[src/rtl/debug_dump_tx_pkg.sv]
// Shared encodings for the debug dump transmitter: FSM states, frame sections,
// header byte and the frame-length helper used by host-side tooling.
package debug_dump_tx_pkg;

    typedef enum logic [2:0] {
        IDLE,
        SEND_HDR,
        SEND,
        FETCH,
        WAIT,
        DONE
    } state_t;

    typedef enum logic [1:0] {
        SEC_PC,
        SEC_REG,
        SEC_MEM
    } section_t;

    localparam logic [7:0] HEADER_BYTE = 8'hA5;

    // Header byte plus PC, registers and memory words at 4 bytes each.
    function automatic int frame_len(input int num_regs, input int mem_words);
        return 1 + 4 * (1 + num_regs + mem_words);
    endfunction

endpackage

[src/rtl/debug_dump_tx_word_serializer.sv]
// Holds one 32-bit word and emits it as 4 bytes MSB first, one byte per
// cycle the FIFO has room; word_done marks the strobe of the last byte.
module debug_dump_tx_word_serializer (
    input  logic        clk,
    input  logic        rst,
    input  logic        load,
    input  logic [31:0] load_word,
    input  logic        en,
    input  logic        tx_full,
    output logic [7:0]  tx_byte,
    output logic        wr,
    output logic        word_done
);

    logic [31:0] word_q;
    logic [1:0]  byte_idx;

    always_ff @(posedge clk or posedge rst) begin
        if (rst) begin
            word_q   <= '0;
            byte_idx <= '0;
        end else if (load) begin
            word_q   <= load_word;
            byte_idx <= '0;
        end else if (wr) begin
            // Wraps back to 0 after the fourth byte.
            byte_idx <= byte_idx + 2'd1;
        end
    end

    always_comb begin
        tx_byte = word_q[31:24];
        case (byte_idx)
            2'd0: tx_byte = word_q[31:24];
            2'd1: tx_byte = word_q[23:16];
            2'd2: tx_byte = word_q[15:8];
            2'd3: tx_byte = word_q[7:0];
            default: tx_byte = word_q[31:24];
        endcase
    end

    assign wr        = en && !tx_full;
    assign word_done = wr && (byte_idx == 2'd3);

endmodule

[src/rtl/debug_dump_tx.sv]
// Debug dump transmitter: on i_start streams header, PC, register file and
// data memory as bytes into the UART TX FIFO, respecting tx_full.
module debug_dump_tx
    import debug_dump_tx_pkg::*;
#(
    parameter int         SIZE          = 32,
    parameter int         NUM_REGISTERS = 32,
    parameter int         MEM_SIZE      = 64,
    parameter int         ADDR_WIDTH    = $clog2(MEM_SIZE),
    parameter logic [7:0] HEADER        = HEADER_BYTE
) (
    input  logic                  i_clk,
    input  logic                  i_rst,
    input  logic                  i_start,
    input  logic [SIZE-1:0]       i_pc,
    output logic [4:0]            o_reg_addr,
    input  logic [SIZE-1:0]       i_reg_data,
    output logic [ADDR_WIDTH-1:0] o_mem_addr,
    input  logic [SIZE-1:0]       i_mem_data,
    input  logic                  i_tx_full,
    output logic [7:0]            o_tx_data,
    output logic                  o_wr_uart,
    output logic                  o_busy,
    output logic                  o_done
);

    localparam int IDX_MAX = (NUM_REGISTERS > MEM_SIZE) ? NUM_REGISTERS : MEM_SIZE;
    localparam int IDX_W   = $clog2(IDX_MAX) + 1;

    state_t                state_q, state_d;
    section_t              section_q;
    logic [IDX_W-1:0]      idx_q;
    logic [IDX_W-1:0]      idx_nx;
    logic [4:0]            reg_addr_q;
    logic [ADDR_WIDTH-1:0] mem_addr_q;

    logic                  ser_load;
    logic [31:0]           ser_word;
    logic                  ser_en;
    logic [7:0]            ser_byte;
    logic                  ser_wr;
    logic                  word_done;

    logic                  last_reg;
    logic                  last_mem;
    logic                  frame_end;

    assign idx_nx    = idx_q + IDX_W'(1);
    assign last_reg  = (idx_q == IDX_W'(NUM_REGISTERS - 1));
    assign last_mem  = (idx_q == IDX_W'(MEM_SIZE - 1));
    assign frame_end = (section_q == SEC_MEM) && last_mem;

    debug_dump_tx_word_serializer u_ser (
        .clk       (i_clk),
        .rst       (i_rst),
        .load      (ser_load),
        .load_word (ser_word),
        .en        (ser_en),
        .tx_full   (i_tx_full),
        .tx_byte   (ser_byte),
        .wr        (ser_wr),
        .word_done (word_done)
    );

    always_ff @(posedge i_clk or posedge i_rst) begin
        if (i_rst) state_q <= IDLE;
        else       state_q <= state_d;
    end

    always_comb begin
        state_d   = state_q;
        ser_load  = 1'b0;
        ser_word  = i_pc;
        ser_en    = 1'b0;
        o_wr_uart = 1'b0;
        o_tx_data = 8'h00;
        case (state_q)
            IDLE: begin
                if (i_start) begin
                    ser_load = 1'b1;
                    ser_word = i_pc;
                    state_d  = SEND_HDR;
                end
            end
            SEND_HDR: begin
                o_tx_data = HEADER;
                if (!i_tx_full) begin
                    o_wr_uart = 1'b1;
                    state_d   = SEND;
                end
            end
            SEND: begin
                ser_en    = 1'b1;
                o_tx_data = ser_byte;
                o_wr_uart = ser_wr;
                if (word_done) state_d = frame_end ? DONE : FETCH;
            end
            FETCH: state_d = WAIT;
            WAIT: begin
                // Read data lands one cycle after the address set on FETCH entry.
                ser_load = 1'b1;
                ser_word = (section_q == SEC_REG) ? i_reg_data : i_mem_data;
                state_d  = SEND;
            end
            DONE:    state_d = IDLE;
            default: state_d = IDLE;
        endcase
    end

    assign o_busy     = (state_q != IDLE) && (state_q != DONE);
    assign o_done     = (state_q == DONE);
    assign o_reg_addr = reg_addr_q;
    assign o_mem_addr = mem_addr_q;

    // Section walk; addresses change only when entering FETCH and hold otherwise.
    always_ff @(posedge i_clk or posedge i_rst) begin
        if (i_rst) begin
            section_q  <= SEC_PC;
            idx_q      <= '0;
            reg_addr_q <= '0;
            mem_addr_q <= '0;
        end else if (state_q == IDLE && i_start) begin
            section_q <= SEC_PC;
            idx_q     <= '0;
        end else if (state_q == SEND && word_done && !frame_end) begin
            case (section_q)
                SEC_PC: begin
                    section_q  <= SEC_REG;
                    idx_q      <= '0;
                    reg_addr_q <= '0;
                end
                SEC_REG: begin
                    if (!last_reg) begin
                        idx_q      <= idx_nx;
                        reg_addr_q <= 5'(idx_nx);
                    end else begin
                        section_q  <= SEC_MEM;
                        idx_q      <= '0;
                        mem_addr_q <= '0;
                    end
                end
                SEC_MEM: begin
                    idx_q      <= idx_nx;
                    mem_addr_q <= ADDR_WIDTH'(idx_nx);
                end
                default: section_q <= SEC_PC;
            endcase
        end
    end

endmodule

[config.mk]
export PLATFORM = sky130hd
export DESIGN_NAME = debug_dump_tx
export DESIGN_NICKNAME = d
export VERILOG_FILES = /design/src/rtl/debug_dump_tx_pkg.sv /design/src/rtl/debug_dump_tx_word_serializer.sv /design/src/rtl/debug_dump_tx.sv
export SDC_FILE = /design/constraint.sdc
export NUM_CORES = 1
export LEC_CHECK = 0
export CORE_MARGIN = 4
export CORE_UTILIZATION = 35
export CTS_CLUSTER_DIAMETER = 80
export DETAILED_ROUTE_END_ITERATION = 16
export PLACE_DENSITY = 0.66
export RECOVER_POWER = 50
export SETUP_SLACK_MARGIN = 0.3
export SLEW_MARGIN = 25
export SYNTH_ARGS = -nofsm -noshare
export SYNTH_HDL_FRONTEND = slang
export SYNTH_SLANG_ARGS = --single-unit
[constraint.sdc]
create_clock -name i_clk -period 2.3 [get_ports i_clk]
set_clock_uncertainty 0.15 [all_clocks]
set_input_delay 0.575 -clock i_clk [delete_from_list [all_inputs] [get_ports i_clk]]
set_output_delay 0.575 -clock i_clk [all_outputs]
set_load 0.01 [all_outputs]
---- Yosys cells after proc, flatten, opt, wreduce, memory -nomap -nowiden ----
Cells that the tools add are included.
word-level totals
  bits in registers ....................... 57
  logic and storage cells ................. 81
  output and inout port bits .............. 22
operators by class
  $add $sub $neg .......................... 2
  bitwise logic cells ..................... 1
  reductions and logical operators ........ 23
  equality and inequality tests ........... 20
  muxes and demuxes ....................... 28
operator list
  operator                                       number
  2-to-1 mux 32 bit                              2
  case mux 8 bit (4 select lines)                1
  2-to-1 mux 7 bit                               3
  case mux 7 bit (3 select lines)                1
  case mux 8 bit (2 select lines)                1
  case mux 3 bit (5 select lines)                1
  2-to-1 mux 3 bit                               4
  case mux 6 bit (2 select lines)                1
  2-to-1 mux 2 bit                               5
  inequality test 2 bit, second input constant   5
  case mux 5 bit (2 select lines)                1
  AND reduction 4 bit                            2
  nonzero test 2 bit                             4
  adder 7 x 1 -> 7 bit, second input constant    1
  == test 7 x 5 -> 1 bit, second input constant  1
  == test 7 x 6 -> 1 bit, second input constant  1
  logical AND 1 bit                              7
  == test 2 bit, second input constant           3
  == test 3 x 2 -> 1 bit, second input constant  2
  == test 3 bit, second input constant           2
  2-to-1 mux 6 bit                               1
  case mux 2 bit (3 select lines)                1
  AND reduction 3 bit                            2
  2-to-1 mux 5 bit                               1
  other kinds (15)                               21

---- Longest topological paths before layout ----
  depth after elaboration ................. 8
  gate-level depth with buffers ........... 9
  gate-level depth less buffers ........... 7

---- Cells and area by module ----
From an unflattened synthesis, not the netlist that was laid out.
second synthesis, totals
  cell total of the unflattened synthesis .. 385
  area total of the unflattened synthesis .. 3797.4 um2
by module, submodules not included
  module                         cells an instance  instances  sequential area each (um2)  area each (um2)
  debug_dump_tx                  265                1          575.6                       2137.0
  debug_dump_tx_word_serializer  120                1          850.8                       1660.3

---- Worst setup path after synthesis ----
No wires, ideal clock.
  kind .................................... register to output
  start ................................... reg u_ser.byte_idx[0]
  end ..................................... out o_tx_data[5]
  cell stages (with the launch flop) ...... 7
  data required time ...................... 1.575 ns
  setup slack ............................. 0.181 ns
  path buffers ............................ 1
  arrival ................................. 1.394 ns
  cells stage by stage .................... dfrtp_1 -> ha_1 -> clkbuf_1 -> a222oi_1 -> o21ai_0 -> a21oi_1 -> nor2_1
on the way
  cells in the longest elaborated chain, start to end .. 3
  elaborated cells on any way between the ends .. 6
  classes of those cells .................. eq/ne: 3; mux: 2; reduce/logical: 1
RTL lines
  element                                      line                                 RTL
  start, declared                              debug_dump_tx_word_serializer.sv:16  logic [1:0] byte_idx;
  start signal, assigned                       debug_dump_tx_word_serializer.sv:27  byte_idx <= byte_idx + 2'd1;
  == test 2 bit, or another cell as far along  debug_dump_tx_word_serializer.sv:33  case (byte_idx)
  case mux 8 bit (4 select lines) *            debug_dump_tx_word_serializer.sv:33
  case mux 8 bit (2 select lines) *            debug_dump_tx.sv:77                  case (state_q)
  end, declared                                debug_dump_tx.sv:21                  output logic [7:0] o_tx_data,
Every way passes the cells marked *; elsewhere a longest branch is shown, timed or not.

---- Worst setup path in the final report ----
  start ................................... reg u_ser.byte_idx[0]
  end ..................................... out o_tx_data[0]
Same word-level chain as after synthesis.

==> summary.txt <==
Run status
  • Outcome: finished, violations left
  • Failing checks: negative setup slack

Final layout
  • Area growth, synth to finish: 67.5%
  • Share of post-route cells with drive strength above 1: 0.297
  • Nets: 654
  • Inserted Diodes: 0
  • Register area: 1430 µm²
  • Multi-input logic area: 2030 µm²
  • Layout fillers: 790

Setup path
  • Reg2reg end: idx_q[4]$_DFFE_PP0P_
  • Critical Path Max Stage Delay: 0.46 ns
  • Crit path to: o_tx_data[0]
  • CP Data Required Time: 1.57 ns
  • CP startpoint: u_ser.byte_idx[0]$_DFFE_PP0P_
  • Crit-path slowest cell: dfrtp_2
  • Critical Path, Cell by Cell: buf_6 > ha_4 > a222oi_1 > o21ai_1 > a21oi_1 > nor2_1 > buf_2
  • CP Max Fanout: 7
  • Largest delay share family, worst path: compound AO/OA/AOI/OAI gates
  • Worst Setup Path Type: flip-flop to output port
  • CP Capture Type: output port
  • Startpoint type of the worst setup path: flip-flop
  • Worst Reg2Reg Path Length in Cells: 6
  • Worst Path Buf+Inv: 2
  • Worst r2r src: state_q[2]$_DFFE_PP0P_
  • CP Depth: 7
  • R2R Setup Slk: 0.16 ns
  • CP Data Arrival Time: 1.91 ns

Routing
  • Post-route ant nets: 0
  • Vias/cell: 5.20
  • Final WL: 11,400 µm
  • Iteration-0 DRC count of the detailed router: 198
  • TritonRoute pass-1 iters: 6
  • Average wire per standard cell: 16.9 µm
  • Drc violations: 0
  • Vias: 3,520

Logic synthesis
  • Top_reg_cell synth: dfrtp_1
  • Post-synth ARST share: 1.00
  • Syn_area_per_cell: 8.90 µm²
  • Number of flops mapped to enable cells by yosys: 0
  • Most common library cells after synthesis: nand2_1 (58), dfrtp_1 (57), o21ai_0 (49), mux2_2 (33), o22ai_1 (32)
  • Cells after synthesis: 382
  • Netlist Area Pre-Place: 3400 µm²
  • Synth top area share: 0.419
  • Synth warn: 0
  • Synthesis-stage register bit count: 57
  • Distinct cells, synth: 41
  • Most frequent cell after synthesis: nand2_1
  • Cell taking the most area after synthesis: dfrtp_1
  • Area contributors post-synth: dfrtp_1 (42%), mux2_2 (11%), o21ai_0 (7.2%), nand2_1 (6.4%), o22ai_1 (5.9%)
  • Sequential cell area fraction in the yosys report: 0.419
  • Syn nets: 492

CTS
  • CTS tree: done
  • Root Buffer Master: clkbuf_8
  • H-tree depth: 3
  • Clock Sinks: 57
  • Clk buf depth: 2
  • Worst-skew pair later-pin latency: 0.34 ns
  • Clk slew on worst S/H paths: 0.07 ns
  • Total CTS buffers: 9

STA
  • Fmax: 0.380 GHz
  • Final Hold Viols: 0
  • Unrepaired setup endpoints after global routing: yes
  • Final max-slew violation count: 0
  • Actual slew at the worst max-slew pin: 1.28 ns
  • Final WS setup: -0.334 ns
  • Tmin final: 2.63 ns
  • TNS Setup: -2.19 ns
  • Fin crit share: 1.15
  • WHS: 0.336 ns
  • Slew HR: 0.144
  • Setup violators final: 8

Place
  • PortBufs: 121
  • HPWL after DPL: 7470 µm
  • Gpl congestion: 0.895

GRT
  • Number of global-route vias before repair: 3,523
  • Antenna violations before repair: 0
  • First-pass GRT wire length: 17,500 µm
  • Total Routing Usage GR: 0.196
  • Remaining Overflow, GRT: 0
  • Largest net degree at the start of global routing: 58

Die
  • Die Span X: 107 µm
  • Cell row count: 35
  • Number of top-level pins: 122
  • Core area: 9330 µm²
  • Chip Height: 107 µm
  • Starting Density: 0.365
  • DIE AREA: 11,400 µm²

Worst hold path
  • HP Class: flip-flop to flip-flop

Pwr
  • Worst VDD drop: 402 µV
  • PwrDens: 920 nW/µm²
  • P_leak: 2.39 nW

Run
  • Max Cap Viol: 0
==> worst register-to-register path: stages, from the launching register on <==
cell and delay, ns:
dfrtp_2 0.42, buf_6 0.12, buf_12 0.12, buf_6 0.11, or4b_4 0.52, and4b_2 0.32, a32o_1 0.27
==> cell families after synthesis <==
group / Yosys count / share of synthesized area
AND/OR/NAND/NOR: 111 / 0.144
buffers and inverters: 44 / 0.0548
adder cells (fa/ha/maj): 10 / 0.0368
multiplexers: 34 / 0.112
XOR/XNOR: 6 / 0.0155
AO/OA/AOI/OAI: 120 / 0.217
flip-flops: 57 / 0.419
==> layer usage <==
layer | up-vias | GRT usage | wire length, µm
li1 | 1696 | - | -
met1 | 1663 | 0.237 | 4630
met2 | 139 | 0.322 | 5630
met3 | 22 | 0.0614 | 857
met4 | 0 | 0.0831 | 295
met5 | - | 0 | 0
==> power by group <==
part           switching, mW  internal (mW)  total [mW]
sequential             0.293           1.35        1.65
clock                  0.435          0.522       0.957
combinational           1.24           1.40        2.64
total                   1.96           3.28        5.24
==> cells in the final DEF, fill, tap and decap left out, drive strengths merged, types with 3 or more instances in the layout <==
cell type and instances:
a21oi 14, a222oi 8, buf 63, clkbuf 12, clkdlybuf4s25 7, clkdlybuf4s50 99
clkinv 3, dfrtp 57, ha 10, inv 16, mux2 33, nand2 58
nand2b 4, nand3 7, nor2 26, nor2b 3, nor3 3, o21ai 55
o22ai 32, o31ai 5, or2 3, xnor2 4
==> final cells by class <==
type                            count  share of cell area
Timing Repair Buffer              177               0.317
Inverter                           17              0.0132
Multi-Input combinational cell    282               0.356
Clock inverter                      5             0.00988
Clock buffer                       10              0.0242
Tap cell                          129              0.0283
Sequential cell                    57               0.251
==> sequential cells by signal, summed over array words and instances (netlist names) <==
| register | cells |
|---|---|
| u_ser.byte_idx | 2 |
| o_reg_addr | 5 |
| idx_q | 7 |
| state_q | 3 |
| u_ser.word_q | 32 |
| o_mem_addr | 6 |
| section_q | 2 |
==> worst min path at each step <==
stage	slack, ns	startpoint	cells past startpoint	end
finish	0.34	u_ser.word_q[28]$_DFFE_PP0P_	2	u_ser.word_q[28]$_DFFE_PP0P_
global route	0.36	u_ser.word_q[29]$_DFFE_PP0P_	2	u_ser.word_q[29]$_DFFE_PP0P_
CTS	0.34	u_ser.word_q[28]$_DFFE_PP0P_	2	u_ser.word_q[28]$_DFFE_PP0P_
detailed placement	0.32	u_ser.word_q[28]$_DFFE_PP0P_	2	u_ser.word_q[28]$_DFFE_PP0P_
global placement	0.32	u_ser.word_q[31]$_DFFE_PP0P_	2	u_ser.word_q[31]$_DFFE_PP0P_
floorplan	0.30	u_ser.word_q[16]$_DFFE_PP0P_	2	u_ser.word_q[16]$_DFFE_PP0P_
==> repair_timing <==
action                                  CTS  global route
cloned                                    3             3
setup buffers                            19             8
gates resized for setup                 100            40
endpoints found under the setup margin   28            73
pin swaps                                32            16
hold buffers                              0             0
==> metrics by stage <==
| step | power, mW | instance area, µm² | instances | setup WS (ns) | util |
|---|---|---|---|---|---|
| floorplan | 2.76 | 3440 | 382 | 0.227 | - |
| global placement | 3.65 | 4900 | 629 | -0.268 | 0.525 |
| detailed placement | 3.69 | 4900 | 629 | -0.371 | 0.525 |
| CTS | 5.01 | 5460 | 666 | -0.326 | 0.585 |
| global route | 5.60 | 5700 | 677 | -0.465 | 0.611 |
| finish | 5.24 | 5700 | 677 | -0.334 | 0.611 |
No activity file was read; power rests on OpenSTA's default activity.
==> variant 1 (same flow settings) <==
Re-encode `state_t` (6 states) as one-hot, 6 bits wide.
--- a/src/rtl/debug_dump_tx_pkg.sv
+++ b/src/rtl/debug_dump_tx_pkg.sv
@@ -4,9 +4,9 @@
 
-    typedef enum logic [2:0] {
-        IDLE,
-        SEND_HDR,
-        SEND,
-        FETCH,
-        WAIT,
-        DONE
+    typedef enum logic [5:0] {
+        IDLE     = 6'b000001,
+        SEND_HDR = 6'b000010,
+        SEND     = 6'b000100,
+        FETCH    = 6'b001000,
+        WAIT     = 6'b010000,
+        DONE     = 6'b100000
     } state_t;
Behaviour: same outputs for any inputs over 10 cycles, from zero or initial values and one cycle with i_rst high; not proved beyond that.
==> variant 1 against the unedited design <==
Synthesized area rose by 5.7%; die area rose by 5.3%; design area rose by 20%; the flow still finishes with violations (negative setup slack); total power fell by 7.4%; first-iteration DRC count rose by 63%; maximum frequency fell by 7.3%; wire length rose by 25%; sequential share of layout area fell by 3.1 points; largest power group unchanged; highest routed layer unchanged; setup slack got worse by 0.21 ns; sequential cell count rose by 3; hold slack improved by 0.011 ns.
==> variant 1: results (changes against the unedited design) <==
run_status:
  status: "complete, but fails checks"
  failed_checks: "negative setup slack"
clocking:
  cts_buffer_depth: 2  # unchanged
  cts-htree-levels: 3  # unchanged
  clk_latency_ns: 0.34  # about the same
  path_clk_slew_ns: 0.07  # about the same
  cts_root_buffer: "clkbuf_8"
  numCtsBuffers: 9  # unchanged
global_routing:
  grt_pass1_wl_mm: 21.1  # +21%
  grt.total_usage: 0.232  # +0.0360
  grt_pass1_vias: 4290  # +22%
  grt_max_degree: 41  # -29%
  antenna_found_initial: 0  # unchanged
cells_and_area:
  diodes: 0  # unchanged
  layout-drive-gt1-share: 0.437  # +0.139
  top_regs: "u_ser.word_q (32), idx_q (7)"
  nFillCells: 707  # -11%
  fin_nets: 706  # +8.0%
sta:
  setup_ws_ns: -0.543  # -0.209 ns
  setup_violations: 47  # +39
  tightest_slew_ns: 1.04  # -0.241 ns
placement:
  io_buffer_count: 121  # unchanged
  pre_cts_slack_ns: -0.557  # -0.186 ns
  post-dp-hpwl_mm: 7.58  # +1.4%
  gp_congestion: 0.829  # -7.4%
yosys:
  ys_async_sr_fraction: 1.00  # unchanged
  ys_seq_area_frac: 0.418  # -0.00154
  synth_commonest_cells: "dfrtp_1 (59), nor2_1 (54), nand2_1 (51), a21oi_1 (44), mux2i_1 (37)"
  ys_types: 52  # +27%
  synth_area_leaders: "dfrtp_1 (41%), mux2i_1 (10%), a21oi_1 (6.1%), nor2_1 (5.6%), nand2_1 (5.3%)"
  syn_nets: 520  # +5.7%
  ys_warn_count: 0  # unchanged
  synth_edf_count: 0  # unchanged
  ys.flop_type: "dfrtp_1"
drt:
  dr.pass1.iters: 5  # -1
  wl_per_cell_um: 19.3  # +15%
  vias: 4100  # +16%
  initialDrtViolationCount: 322  # +63%
pwr:
  p_leak_nw: 2.81  # +17%
  ir_worst_vdd_mv: 0.371  # -7.6%
worst_setup_path:
  arrival_ns: 2.12  # +0.21 ns
  cp_max_fo: 6  # -1
hold_path:
  min_path_type: "register to register"
[variant 1: per-stage QoR]
stage | instances | instance area (um2) | setup TNS, ns
3_5_place_dp | 672 | 5220 | -13.57
5_1_grt | 735 | 6840 | -25.77
4_1_cts | 728 | 6450 | -19.98
3_3_place_gp | 672 | 5220 | -11.82
2_1_floorplan | 412 | 3740 | -0.855
6_report | 735 | 6840 | -22.72
[variant 1: worst max-delay path, stage by stage, from the launching register on]
cell     delay, ns
dfrtp_1       0.40
or4_4         0.52
or3b_4        0.46
buf_4         0.17
o21ai_4       0.11
buf_6         0.11
[variant 1: worst paths after layout]
check,start,to,slack [ns],depth (start not counted)
worst max register to register,state_q[1]$_DFFE_PP0P_,u_ser.word_q[3]$_DFFE_PP0P_,-0.52,12
worst min register to register,u_ser.word_q[31]$_DFFE_PP0P_,u_ser.word_q[31]$_DFFE_PP0P_,0.35,2
min in group asynchronous,i_rst,state_q[5]$_DFFE_PP0P_,0.45,2
max in group asynchronous,i_rst,u_ser.byte_idx[0]$_DFFE_PP0P_,0.24,3
worst max-delay path,state_q[1]$_DFFE_PP0P_,o_tx_data[5],-0.54,5
worst min-delay path,u_ser.word_q[31]$_DFFE_PP0P_,u_ser.word_q[31]$_DFFE_PP0P_,0.35,2
[variant 1: repair_timing]
action | in CTS | in global routing
gates resized for setup | 197 | 87
pin swaps | 50 | 46
endpoints found under the setup margin | 71 | 73
gates cloned | 20 | 1
setup buffers | 21 | 6
[variant 1: cell type report]
cell class                      count  area (um2)  area share
Clock buffer                        9         124      0.0181
Clock inverter                      6        66.3     0.00970
Inverter                           11        45.0     0.00659
Multi-Input combinational cell    322        2830       0.414
Sequential cell                    60        1510       0.220
Tap cell                          133         166      0.0243
Timing Repair Buffer              194        2100       0.307
[variant 1: power by group]
part	switching, mW	leakage [nW]	internal, mW
logic	1.11	1.96	1.13
registers	0.301	0.761	1.37
clock network	0.447	0.0873	0.493
[variant 1: routing by layer]
layer | up-vias | share of wire | GRT usage
li1 | 1852 | - | -
met4 | 0 | 0.053 | 0.139
met2 | 209 | 0.53 | 0.413
met3 | 59 | 0.067 | 0.0669
met5 | - | 0 | 0
met1 | 1980 | 0.35 | 0.240
[variant 1: kinds of logic (layout without fill, tap and decap cells)]
family	Yosys count	after routing	synth area share
fa+ha+maj	8	8	0.0278
buf+inv	41	220	0.0574
xor+xnor	5	5	0.0122
mux	41	41	0.116
flops	60	60	0.418
simple gates	143	154	0.182
compound gates	114	114	0.188
==> variant 2 (config.mk and constraints unchanged) <==
Without the edit above. Change the parameter `MEM_SIZE` from 64 to 32.
--- a/src/rtl/debug_dump_tx.sv
+++ b/src/rtl/debug_dump_tx.sv
@@ -7,3 +7,3 @@
     parameter int         NUM_REGISTERS = 32,
-    parameter int         MEM_SIZE      = 64,
+    parameter int         MEM_SIZE      = 32,
     parameter int         ADDR_WIDTH    = $clog2(MEM_SIZE),
Ports: changed (resized o_mem_addr); port bits go from 122 to 121. No check against the original RTL was run, so the function may have changed too.
==> variant 2 against the unedited design <==
The flow still finishes with violations (negative setup slack); sequential cell count decreased by 2; synthesized area decreased by 0.81%; total power decreased by 9.3%; clock power decreased by 27%; register-to-register slack got worse by 0.16 ns; setup slack got worse by 0.035 ns; wire length decreased by 6.0%; design area decreased by 2.8%; via count decreased by 1.2%; highest routed layer unchanged.
==> variant 2: results (changes against the unedited design) <==
worst_setup_path:
  rr_endpoint: "o_mem_addr[0]$_DFFE_PP0P_"
  slowest_delay_ns: 0.48  # +0.02 ns
  crit_end: "o_tx_data[5]"
  worstRegToRegCells: 7  # +1
  arrival_ns: 1.94  # +0.03 ns
run_status:
  status: "complete, but fails checks"
  failed_checks: "negative setup slack"
pwr:
  combPwrFrac: 0.521  # +0.017
  switching_share: 0.381  # +0.00587
drt:
  wl_per_cell_um: 16.1  # -4.6%
  via_per_inst: 5.22  # +0.32%
  wl_met2_mm: 5.61  # -0.32%
  m1WireLength_mm: 4.13  # -11%
  totalWireLength_mm: 10.7  # -6.0%
  initialDrtViolationCount: 197  # -0.51%
placement:
  place_area_um2: 4910  # +0.10%
  gp_congestion: 0.898  # +0.26%
  post-dp-hpwl_mm: 7.47  # about the same
  placed_cells: 628  # -0.16%
  pre_cts_slack_ns: -0.391  # -0.0200 ns
  io_buffer_count: 120  # -0.83%
yosys:
  syn_nets: 485  # -1.4%
  netlist_instances: 375  # -1.8%
  ys_seq_area_frac: 0.408  # -0.0114
  synth_mux_area_frac: 0.120  # +0.00759
  synth_adder_area_share: 0.0371  # +0.000300
  synth_area_leaders: "dfrtp_1 (41%), mux2_2 (10%), o21ai_0 (7.4%), o22ai_1 (5.6%), nand2_1 (4.9%)"
clocking:
  clk_latency_ns: 0.32  # -0.02 ns
  path_clk_slew_ns: 0.11  # +0.04 ns
global_routing:
  grt_pass1_wl_mm: 16.6  # -5.2%
  grt.met1_usage: 0.203  # -0.0348
  gr-usage-met2: 0.339  # +0.0170
  grt_pass1_vias: 3453  # -2.0%
  grt.met3_usage: 0.0419  # -0.0195
hold_path:
  min_to: "u_ser.word_q[12]$_DFFE_PP0P_"
  worstHoldStart: "u_ser.word_q[12]$_DFFE_PP0P_"
sta:
  setup_ws_ns: -0.369  # -0.0350 ns
  hold_slack_ns: 0.347  # +0.0114 ns
  setup_violations: 9  # +1
  relSlewSlack: 0.201  # +0.0571
  fin_tns_setup_ns: -2.41  # -0.221 ns
cells_and_area:
  fin_nets: 647  # -1.1%
  nFillCells: 789  # -0.13%
-- variant 2: cell count changes in the layout (fill, tap and decap cells not counted), moves of 3 or more --
cell	unedited run	this run
clkdlybuf4s25_1	7	1
o31ai_1	1	4
dfrtp_1	53	50
buf_4	27	38
nand2_1	55	44
clkbuf_8	10	6
clkdlybuf4s50_1	99	106
buf_6	19	11
mux2i_1	1	4
o21ai_1	9	4
nor2_1	24	21
-- variant 2: layout make-up --
cell class,count,area (um2),share of cell area
Clock buffer,6,82.6,0.0149
Inverter,19,80.1,0.0145
Multi-Input combinational cell,273,2040,0.368
Tap cell,129,161,0.0291
Clock inverter,2,38.8,0.00700
Sequential cell,55,1380,0.250
Timing Repair Buffer,183,1760,0.317
-- variant 2: what timing repair did --
action / in CTS / in global routing
buffers inserted: 11 / 16
endpoints found under the setup margin: 57 / 31
endpoints found under the hold margin: 0 / 0
pin swaps: 28 / 17
cloned: 2 / 2
hold buffers: 0 / 0
gates resized for setup: 97 / 30
